**src/rtl/regfile_bypass_sb_if.sv**
```systemverilog
// Decode/writeback bundle for regfile_bypass_sb: two write ports, pending marks,
// packed read addresses and the read data/busy results.
interface regfile_bypass_sb_if #(
   parameter int unsigned DATA_WIDTH = 32,
   parameter int unsigned ADDR_WIDTH = 5,
   parameter int unsigned NUM_READ   = 2
);
   logic                           ctrl_writeEnableA;
   logic [ADDR_WIDTH-1:0]          ctrl_writeRegA;
   logic [DATA_WIDTH-1:0]          data_writeRegA;
   logic                           ctrl_writeEnableB;
   logic [ADDR_WIDTH-1:0]          ctrl_writeRegB;
   logic [DATA_WIDTH-1:0]          data_writeRegB;
   logic                           ctrl_pendSet;
   logic [ADDR_WIDTH-1:0]          ctrl_pendReg;
   logic [NUM_READ*ADDR_WIDTH-1:0] ctrl_readReg;
   logic [NUM_READ*DATA_WIDTH-1:0] data_readReg;
   logic [NUM_READ-1:0]            ctrl_readBusy;
   logic                           ctrl_anyPending;

   modport master (
      output ctrl_writeEnableA, ctrl_writeRegA, data_writeRegA,
      output ctrl_writeEnableB, ctrl_writeRegB, data_writeRegB,
      output ctrl_pendSet, ctrl_pendReg, ctrl_readReg,
      input  data_readReg, ctrl_readBusy, ctrl_anyPending
   );

   modport slave (
      input  ctrl_writeEnableA, ctrl_writeRegA, data_writeRegA,
      input  ctrl_writeEnableB, ctrl_writeRegB, data_writeRegB,
      input  ctrl_pendSet, ctrl_pendReg, ctrl_readReg,
      output data_readReg, ctrl_readBusy, ctrl_anyPending
   );
endinterface

```
**src/rtl/regfile_bypass_sb.sv**
```systemverilog
// Register file with two prioritised write ports, write-first read bypass and a
// per-register pending scoreboard for load-use hazard detection.
module regfile_bypass_sb #(
   parameter int unsigned DATA_WIDTH = 32,
   parameter int unsigned ADDR_WIDTH = 5,
   parameter int unsigned NUM_READ   = 2,
   parameter int unsigned ZERO_REG   = 1
) (
   input logic                clock,
   input logic                ctrl_reset,
   regfile_bypass_sb_if.slave bus
);
   localparam int unsigned DEPTH = 2 ** ADDR_WIDTH;

   logic [DATA_WIDTH-1:0] r_regs [DEPTH];
   logic [DEPTH-1:0]      r_pend;
   logic [DEPTH-1:0]      w_pend_d;
   logic                  w_wr_a;
   logic                  w_wr_b;

   assign w_wr_a = bus.ctrl_writeEnableA &&
                   !((ZERO_REG != 0) && (bus.ctrl_writeRegA == '0));
   assign w_wr_b = bus.ctrl_writeEnableB &&
                   !((ZERO_REG != 0) && (bus.ctrl_writeRegB == '0));

   // Set is applied after clear so back-to-back loads keep the bit pending.
   always_comb begin
      w_pend_d = r_pend;
      if (bus.ctrl_writeEnableB) w_pend_d[bus.ctrl_writeRegB] = 1'b0;
      if (bus.ctrl_pendSet)      w_pend_d[bus.ctrl_pendReg]   = 1'b1;
      if (ZERO_REG != 0)         w_pend_d[0]                  = 1'b0;
   end

   // Port B is written last so it overrides port A on an address collision.
   always_ff @(posedge clock or posedge ctrl_reset) begin
      if (ctrl_reset) begin
         for (int unsigned i = 0; i < DEPTH; i++) r_regs[i] <= '0;
         r_pend <= '0;
      end else begin
         if (w_wr_a) r_regs[bus.ctrl_writeRegA] <= bus.data_writeRegA;
         if (w_wr_b) r_regs[bus.ctrl_writeRegB] <= bus.data_writeRegB;
         r_pend <= w_pend_d;
      end
   end

   assign bus.ctrl_anyPending = |r_pend;

   for (genvar g = 0; g < NUM_READ; g++) begin : g_read
      logic [ADDR_WIDTH-1:0] w_addr;
      logic [DATA_WIDTH-1:0] w_data;
      logic                  w_zero;
      logic                  w_hit_a;
      logic                  w_hit_b;

      assign w_addr  = bus.ctrl_readReg[g*ADDR_WIDTH +: ADDR_WIDTH];
      assign w_zero  = (ZERO_REG != 0) && (w_addr == '0);
      assign w_hit_a = bus.ctrl_writeEnableA && (bus.ctrl_writeRegA == w_addr);
      assign w_hit_b = bus.ctrl_writeEnableB && (bus.ctrl_writeRegB == w_addr);

      // Reset forces zero even when a write is presented, since that write is dropped.
      always_comb begin
         w_data = r_regs[w_addr];
         if (ctrl_reset || w_zero) w_data = '0;
         else if (w_hit_b)         w_data = bus.data_writeRegB;
         else if (w_hit_a)         w_data = bus.data_writeRegA;
      end

      assign bus.data_readReg[g*DATA_WIDTH +: DATA_WIDTH] = w_data;
      assign bus.ctrl_readBusy[g] = !ctrl_reset && r_pend[w_addr] && !w_hit_b;
   end
endmodule

```
**src/flat_wrapper.sv**
```systemverilog
// flat-port wrapper written by rule: the top's interface ports become plain ports
module regfile_bypass_sb_flat 
#(
   parameter int unsigned DATA_WIDTH = 32,
   parameter int unsigned ADDR_WIDTH = 5,
   parameter int unsigned NUM_READ   = 2,
   parameter int unsigned ZERO_REG   = 1
)
  (clock, ctrl_reset, bus_ctrl_writeEnableA, bus_ctrl_writeRegA, bus_data_writeRegA, bus_ctrl_writeEnableB, bus_ctrl_writeRegB, bus_data_writeRegB, bus_ctrl_pendSet, bus_ctrl_pendReg, bus_ctrl_readReg, bus_data_readReg, bus_ctrl_readBusy, bus_ctrl_anyPending);
  regfile_bypass_sb_if #(.DATA_WIDTH(DATA_WIDTH), .ADDR_WIDTH(ADDR_WIDTH), .NUM_READ(NUM_READ)) bus_i ();
  input logic clock;
  input logic ctrl_reset;
  input wire logic [$bits(bus_i.ctrl_writeEnableA)-1:0] bus_ctrl_writeEnableA;
  input wire logic [$bits(bus_i.ctrl_writeRegA)-1:0] bus_ctrl_writeRegA;
  input wire logic [$bits(bus_i.data_writeRegA)-1:0] bus_data_writeRegA;
  input wire logic [$bits(bus_i.ctrl_writeEnableB)-1:0] bus_ctrl_writeEnableB;
  input wire logic [$bits(bus_i.ctrl_writeRegB)-1:0] bus_ctrl_writeRegB;
  input wire logic [$bits(bus_i.data_writeRegB)-1:0] bus_data_writeRegB;
  input wire logic [$bits(bus_i.ctrl_pendSet)-1:0] bus_ctrl_pendSet;
  input wire logic [$bits(bus_i.ctrl_pendReg)-1:0] bus_ctrl_pendReg;
  input wire logic [$bits(bus_i.ctrl_readReg)-1:0] bus_ctrl_readReg;
  output wire logic [$bits(bus_i.data_readReg)-1:0] bus_data_readReg;
  output wire logic [$bits(bus_i.ctrl_readBusy)-1:0] bus_ctrl_readBusy;
  output wire logic [$bits(bus_i.ctrl_anyPending)-1:0] bus_ctrl_anyPending;
  assign bus_i.ctrl_writeEnableA = bus_ctrl_writeEnableA;
  assign bus_i.ctrl_writeRegA = bus_ctrl_writeRegA;
  assign bus_i.data_writeRegA = bus_data_writeRegA;
  assign bus_i.ctrl_writeEnableB = bus_ctrl_writeEnableB;
  assign bus_i.ctrl_writeRegB = bus_ctrl_writeRegB;
  assign bus_i.data_writeRegB = bus_data_writeRegB;
  assign bus_i.ctrl_pendSet = bus_ctrl_pendSet;
  assign bus_i.ctrl_pendReg = bus_ctrl_pendReg;
  assign bus_i.ctrl_readReg = bus_ctrl_readReg;
  assign bus_data_readReg = bus_i.data_readReg;
  assign bus_ctrl_readBusy = bus_i.ctrl_readBusy;
  assign bus_ctrl_anyPending = bus_i.ctrl_anyPending;
  regfile_bypass_sb #(.DATA_WIDTH(DATA_WIDTH), .ADDR_WIDTH(ADDR_WIDTH), .NUM_READ(NUM_READ), .ZERO_REG(ZERO_REG)) u_core (.clock(clock), .ctrl_reset(ctrl_reset), .bus(bus_i));
endmodule
```
**config.mk**
```make
export PLATFORM = sky130hd
export DESIGN_NAME = regfile_bypass_sb_flat
export DESIGN_NICKNAME = d
export VERILOG_FILES = /design/src/rtl/regfile_bypass_sb_if.sv /design/src/rtl/regfile_bypass_sb.sv /design/src/flat_wrapper.sv
export SDC_FILE = /design/constraint.sdc
export NUM_CORES = 2
export LEC_CHECK = 0
export BUFFER_PORTS_ARGS = -buffer_cell sky130_fd_sc_hd__buf_2
export CORE_MARGIN = 5
export CORE_UTILIZATION = 55
export CTS_BUF_LIST = sky130_fd_sc_hd__clkbuf_8
export DETAILED_ROUTE_END_ITERATION = 12
export GPL_TIMING_DRIVEN = 0
export PLACE_DENSITY = 0.78
export SYNTH_ARGS = -nofsm -noshare
export SYNTH_HDL_FRONTEND = slang
export SYNTH_SLANG_ARGS = --single-unit
```
**constraint.sdc**
```tcl
create_clock -name clock -period 53.2 [get_ports clock]
set_input_delay 10.64 -clock clock [delete_from_list [all_inputs] [get_ports clock]]
set_output_delay 10.64 -clock clock [all_outputs]
set_load 0.05 [all_outputs]
```
==> tab_implementation.tex <==
\begin{tabular}{lr}
\hline
Metric & Value \\
\hline
\multicolumn{2}{l}{\textbf{Place}} \\
\quad Pre-CTS setup slack & 27.86 ns \\
\quad Port-buffer cells & 84 \\
\quad Final GP Congestion & about 1.1 \\
\quad Detailed placer's ending HPWL & $\sim$230000 µm \\
\quad Placed standard-cell area & approximately 70000 µm² \\
\quad Number of placed instances, taps included & 7997 \\
\multicolumn{2}{l}{\textbf{Synthesis}} \\
\quad Number of nets in the synthesized netlist & 6384 \\
\quad Number of synthesized register bits & between 1000 and 1500 \\
\quad Count of flip-flops with a built-in enable after synthesis & 0 \\
\quad Total number of yosys warnings & 0 \\
\quad Predominant post-synthesis flop cell & sky130\_fd\_sc\_hd\_\_dfrtp\_1 \\
\quad Post-Synthesis Cells & 6290 \\
\quad Average cell area after synthesis & $\sim$11 µm² \\
\quad Portion of synthesized cell area occupied by the leading cell type & between 30 and 40\% \\
\quad Post-synth cell types & 56 \\
\quad Most area-hungry cell type in the Yosys netlist & sky130\_fd\_sc\_hd\_\_dfrtp\_1 \\
\quad Fraction of synthesis flops using an asynchronous set or reset pin & 100\% \\
\quad Largest cells by area after synthesis & sky130\_fd\_sc\_hd\_\_dfrtp\_1, sky130\_fd\_sc\_hd\_\_mux4\_2, sky130\_fd\_sc\_hd\_\_mux2i\_1 \\
\quad Netlist area before placement & around 66000 µm² \\
\quad Sequential area share after synthesis & about two fifths \\
\multicolumn{2}{l}{\textbf{Critical path}} \\
\quad Worst setup path class & in -> out \\
\quad Slowest stage delay, CP & 1.14 ns \\
\quad Endpoint type of the worst setup path & output port \\
\quad Number of buffers and inverters on the critical path & 5 \\
\quad Cell count along the critical path & 9 \\
\quad Worst endpoint required time & 42.56 ns \\
\quad CP Max Fanout & between 90 and 100 \\
\quad Startpoint type of the worst setup path & primary input \\
\quad CP top delay family & buffers and inverters \\
\quad Reg2Reg Depth & 2 \\
\quad Worst path cell trace & buf\_2 -> inv\_8 -> buf\_16 -> o21ai\_1 -> nor4\_2 -> clkbuf\_1 -> nand2\_1 -> o211ai\_1 -> buf\_2 \\
\quad Cell with the biggest individual delay on the critical path & sky130\_fd\_sc\_hd\_\_nor4\_2 \\
\quad Cell occurring most often along the worst timing path & sky130\_fd\_sc\_hd\_\_buf\_2 \\
\quad Arrival time at the worst endpoint & roughly 15 ns \\
\multicolumn{2}{l}{\textbf{GRT}} \\
\quad Largest net degree at the start of global routing & 133 \\
\quad Number of antenna violations at the first check in global routing & 27 \\
\quad Overall global routing resource usage & 45.8\% \\
\quad Number of global-route vias before repair & about 57000 \\
\quad Aggregate global routing overflow & 0 \\
\quad First-pass GRT wire length & 413000 µm \\
\multicolumn{2}{l}{\textbf{Timing}} \\
\quad Final slew viol count & 11 \\
\quad Remaining max-slew budget at the tightest pin & -1.20\% \\
\quad Clock skew after layout & 0 ns \\
\quad Hold Slack & roughly 0.47 ns \\
\quad Final Hold Viols & 0 \\
\quad Setup repair after global routing missed its margin & no \\
\quad Setup Viol. Count Final & 0 \\
\quad Highest clock rate & $\sim$0.039 GHz \\
\quad Transition time of the tightest slew-check pin & 1.52 ns \\
\quad Min cycle time layout & $\sim$26 ns \\
\quad PnR worst setup slack & 27.34 ns \\
\quad Ratio of final minimum period to clock period & just under 50\% \\
\multicolumn{2}{l}{\textbf{Detailed routing}} \\
\quad Total via count in the routed design & 60200 \\
\quad Routed wire length & a little under 300000 µm \\
\quad Antenna viol nets, final & 0 \\
\quad Total DRC errors in the routed layout & 4 \\
\quad Vias/cell & between 7 and 8 \\
\quad Initial DRT Pass Iterations & 13 \\
\quad Wire length per cell after detailed routing & 35.8 µm \\
\quad DRT iter0 DRCs & 10652 \\
\multicolumn{2}{l}{\textbf{Clocking}} \\
\quad Post-CTS sizing & 0 \\
\quad Hold\_buf cts & 0 \\
\quad Number of CTS-inserted buffers & about 180 \\
\quad Deepest level of the CTS H-tree & 4 \\
\quad Clock Sinks & roughly 1100 \\
\quad Buffers inserted during post-CTS setup optimization & 0 \\
\quad CTS tree & built \\
\quad CTS Root Buffer Type & sky130\_fd\_sc\_hd\_\_clkbuf\_8 \\
\quad Clock Latency Late Sink & around 0.91 ns \\
\quad Number of buffers on the longest clock path & 3 \\
\quad Clock input transition at the sequential cells of the worst setup and hold paths & 0.06 ns \\
\multicolumn{2}{l}{\textbf{Hold path}} \\
\quad Cell count of the worst hold path & 1 \\
\quad Kind of path behind the tightest hold check & reg -> reg \\
\multicolumn{2}{l}{\textbf{Power}} \\
\quad Total chip power & $\sim$2.8 mW \\
\quad Switching share of total power & between 30\% and 40\% \\
\quad Relative contribution of combinational cells to total power & around 28\% \\
\quad Part of the total power dissipated in the clock network & $\sim$28\% \\
\quad Share of total power in sequential cells & between 40\% and 50\% \\
\quad Leakage power figure & between 30 and 40 nW \\
\quad Cell internal power dissipation & $\sim$1.8 mW \\
\quad PD cells & approximately 38 nW/µm² \\
\quad Peak supply drop & 0.0278 mV \\
\quad Sw Pwr & around 1.0 mW \\
\multicolumn{2}{l}{\textbf{Floorplan}} \\
\quad Overall die height & $\sim$360 µm \\
\quad Horizontal die dimension & 357 µm \\
\quad Total die area & approximately 130000 µm² \\
\quad Number of placement rows & about 130 \\
\quad Core box area & roughly 120000 µm² \\
\quad Starting density of the core & between 50\% and 60\% \\
\quad Total I/O pin count & roughly 160 \\
\multicolumn{2}{l}{\textbf{Final layout}} \\
\quad Post-route design area & approximately 73000 µm² \\
\quad Area growth from synthesis to final layout & 9.80\% \\
\quad Most common cell after layout, fill and taps aside & sky130\_fd\_sc\_hd\_\_mux2i\_1 \\
\quad Net count reported at finish & 6663 \\
\quad Leading cell types in the layout, fill and taps excluded & sky130\_fd\_sc\_hd\_\_mux2i\_1, sky130\_fd\_sc\_hd\_\_dfrtp\_1, sky130\_fd\_sc\_hd\_\_nand2\_1, sky130\_fd\_sc\_hd\_\_a21oi\_1, sky130\_fd\_sc\_hd\_\_nor2\_1 \\
\quad Finished Layout Cells & between 8000 and 9000 \\
\quad Share of post-route cells with drive strength above 1 & 16.7\% \\
\multicolumn{2}{l}{\textbf{Run status}} \\
\quad Violations in the final reports & DRC, capacitance limit, slew limit \\
\quad Status & finished, violations left \\
\multicolumn{2}{l}{\textbf{Flow run}} \\
\quad Number of maximum-capacitance constraint violations & 1 \\
\hline
\end{tabular}
[registers in the layout (all words and copies together), names as in the netlist]
register       cells
u_core.r_regs   1024
u_core.r_pend     31
[worst paths after layout]
path	from	endpoint	slack, ns
worst max-delay path	ctrl_reset	bus_data_readReg[14]	27.34
worst min-delay path	u_core.r_regs[1018]$_DFF_PP0_	u_core.r_regs[1018]$_DFF_PP0_	0.47
worst max register to register	u_core.r_regs[990]$_DFF_PP0_	u_core.r_regs[990]$_DFF_PP0_	52.24
worst min register to register	u_core.r_regs[1018]$_DFF_PP0_	u_core.r_regs[1018]$_DFF_PP0_	0.47
max in group asynchronous	ctrl_reset	u_core.r_regs[839]$_DFF_PP0_	41.22
min in group asynchronous	ctrl_reset	u_core.r_pend[11]$_DFF_PP0_	9.88
[layout make-up]
| class | instances | area, µm² |
|---|---|---|
| fillers | 9856 | 47100 |
| plain buffers | 817 | 3500 |
| flip-flops and latches | 1055 | 26400 |
| diodes | 17 | 42.5 |
| clock inverters | 88 | 529 |
| inverters | 47 | 184 |
| repair buffers | 95 | 691 |
| well taps | 1612 | 2020 |
| clock buffers | 234 | 3220 |
| multi-input cells | 4371 | 36300 |
[through the flow]
step / setup TNS, ns / util (%)
2_1_floorplan: 0 / -
3_3_place_gp: -497.26 / 57.4
3_5_place_dp: 0 / 57.6
4_1_cts: 0 / 60.7
5_1_grt: 0 / 60.8
6_report: 0 / 60.8
[worst reg2reg max path, delay by kind of cell, from the launching register on]
| family | cells | cell delay, ns |
|---|---|---|
| AO/OA/AOI/OAI | 1 | 0.09 |
| flip-flops | 1 | 0.49 |
| multiplexers | 1 | 0.20 |
[cells in the mapped netlist, drive strengths merged (2+ instances only)]
cell type	instances
mux2i	1167
dfrtp	1055
nand2	632
a21oi	576
nor2	554
o21ai	545
clkbuf	529
mux4	522
buf	288
o221ai	62
o22ai	55
inv	47
nand3	41
a22oi	36
o211ai	31
a222oi	30
nor4	10
xnor2	10
xor2	10
nand3b	9
nor2b	9
nor3	8
nor3b	8
a211oi	7
and3	6
nand4	5
and3b	4
or2	4
and2	3
mux2	3
nand4b	3
a22o	2
nand2b	2
nor4b	2
or3	2
or3b	2
or4	2
[per-layer routing]
metal	part of all wire [%]	up-vias	global-route usage [%]	wire length (µm)
met1	34	29531	57.9	101000
met4	8.0	18	28.9	23900
met3	19	1285	25.0	55900
li1	-	23463	-	-
met5	0.037	-	0	111
met2	39	5903	61.0	117000
[kinds of logic (layout without fill, tap and decap cells)]
kind of cell,Yosys count,after routing,synth area share (%)
compound gates,1352,1352,11.2
xor+xnor,20,20,0.275
simple gates,1307,1307,7.88
other cells,0,17,0
mux,1692,1692,35.3
flops,1055,1055,39.8
buf+inv,864,1281,5.53
[power by group through the flow]
| stage | combinational [mW] | sequential, mW | clock (mW) |
|---|---|---|---|
| after floorplan | 0.552 | 1.13 | 0 |
| after global routing | 0.824 | 1.22 | 0.816 |
| final | 0.793 | 1.21 | 0.793 |
| after detailed placement | 0.751 | 1.20 | 0 |
| after global placement | 0.724 | 1.18 | 0 |
| after CTS | 0.752 | 1.19 | 0.781 |
No activity file was read; power rests on OpenSTA's default activity.
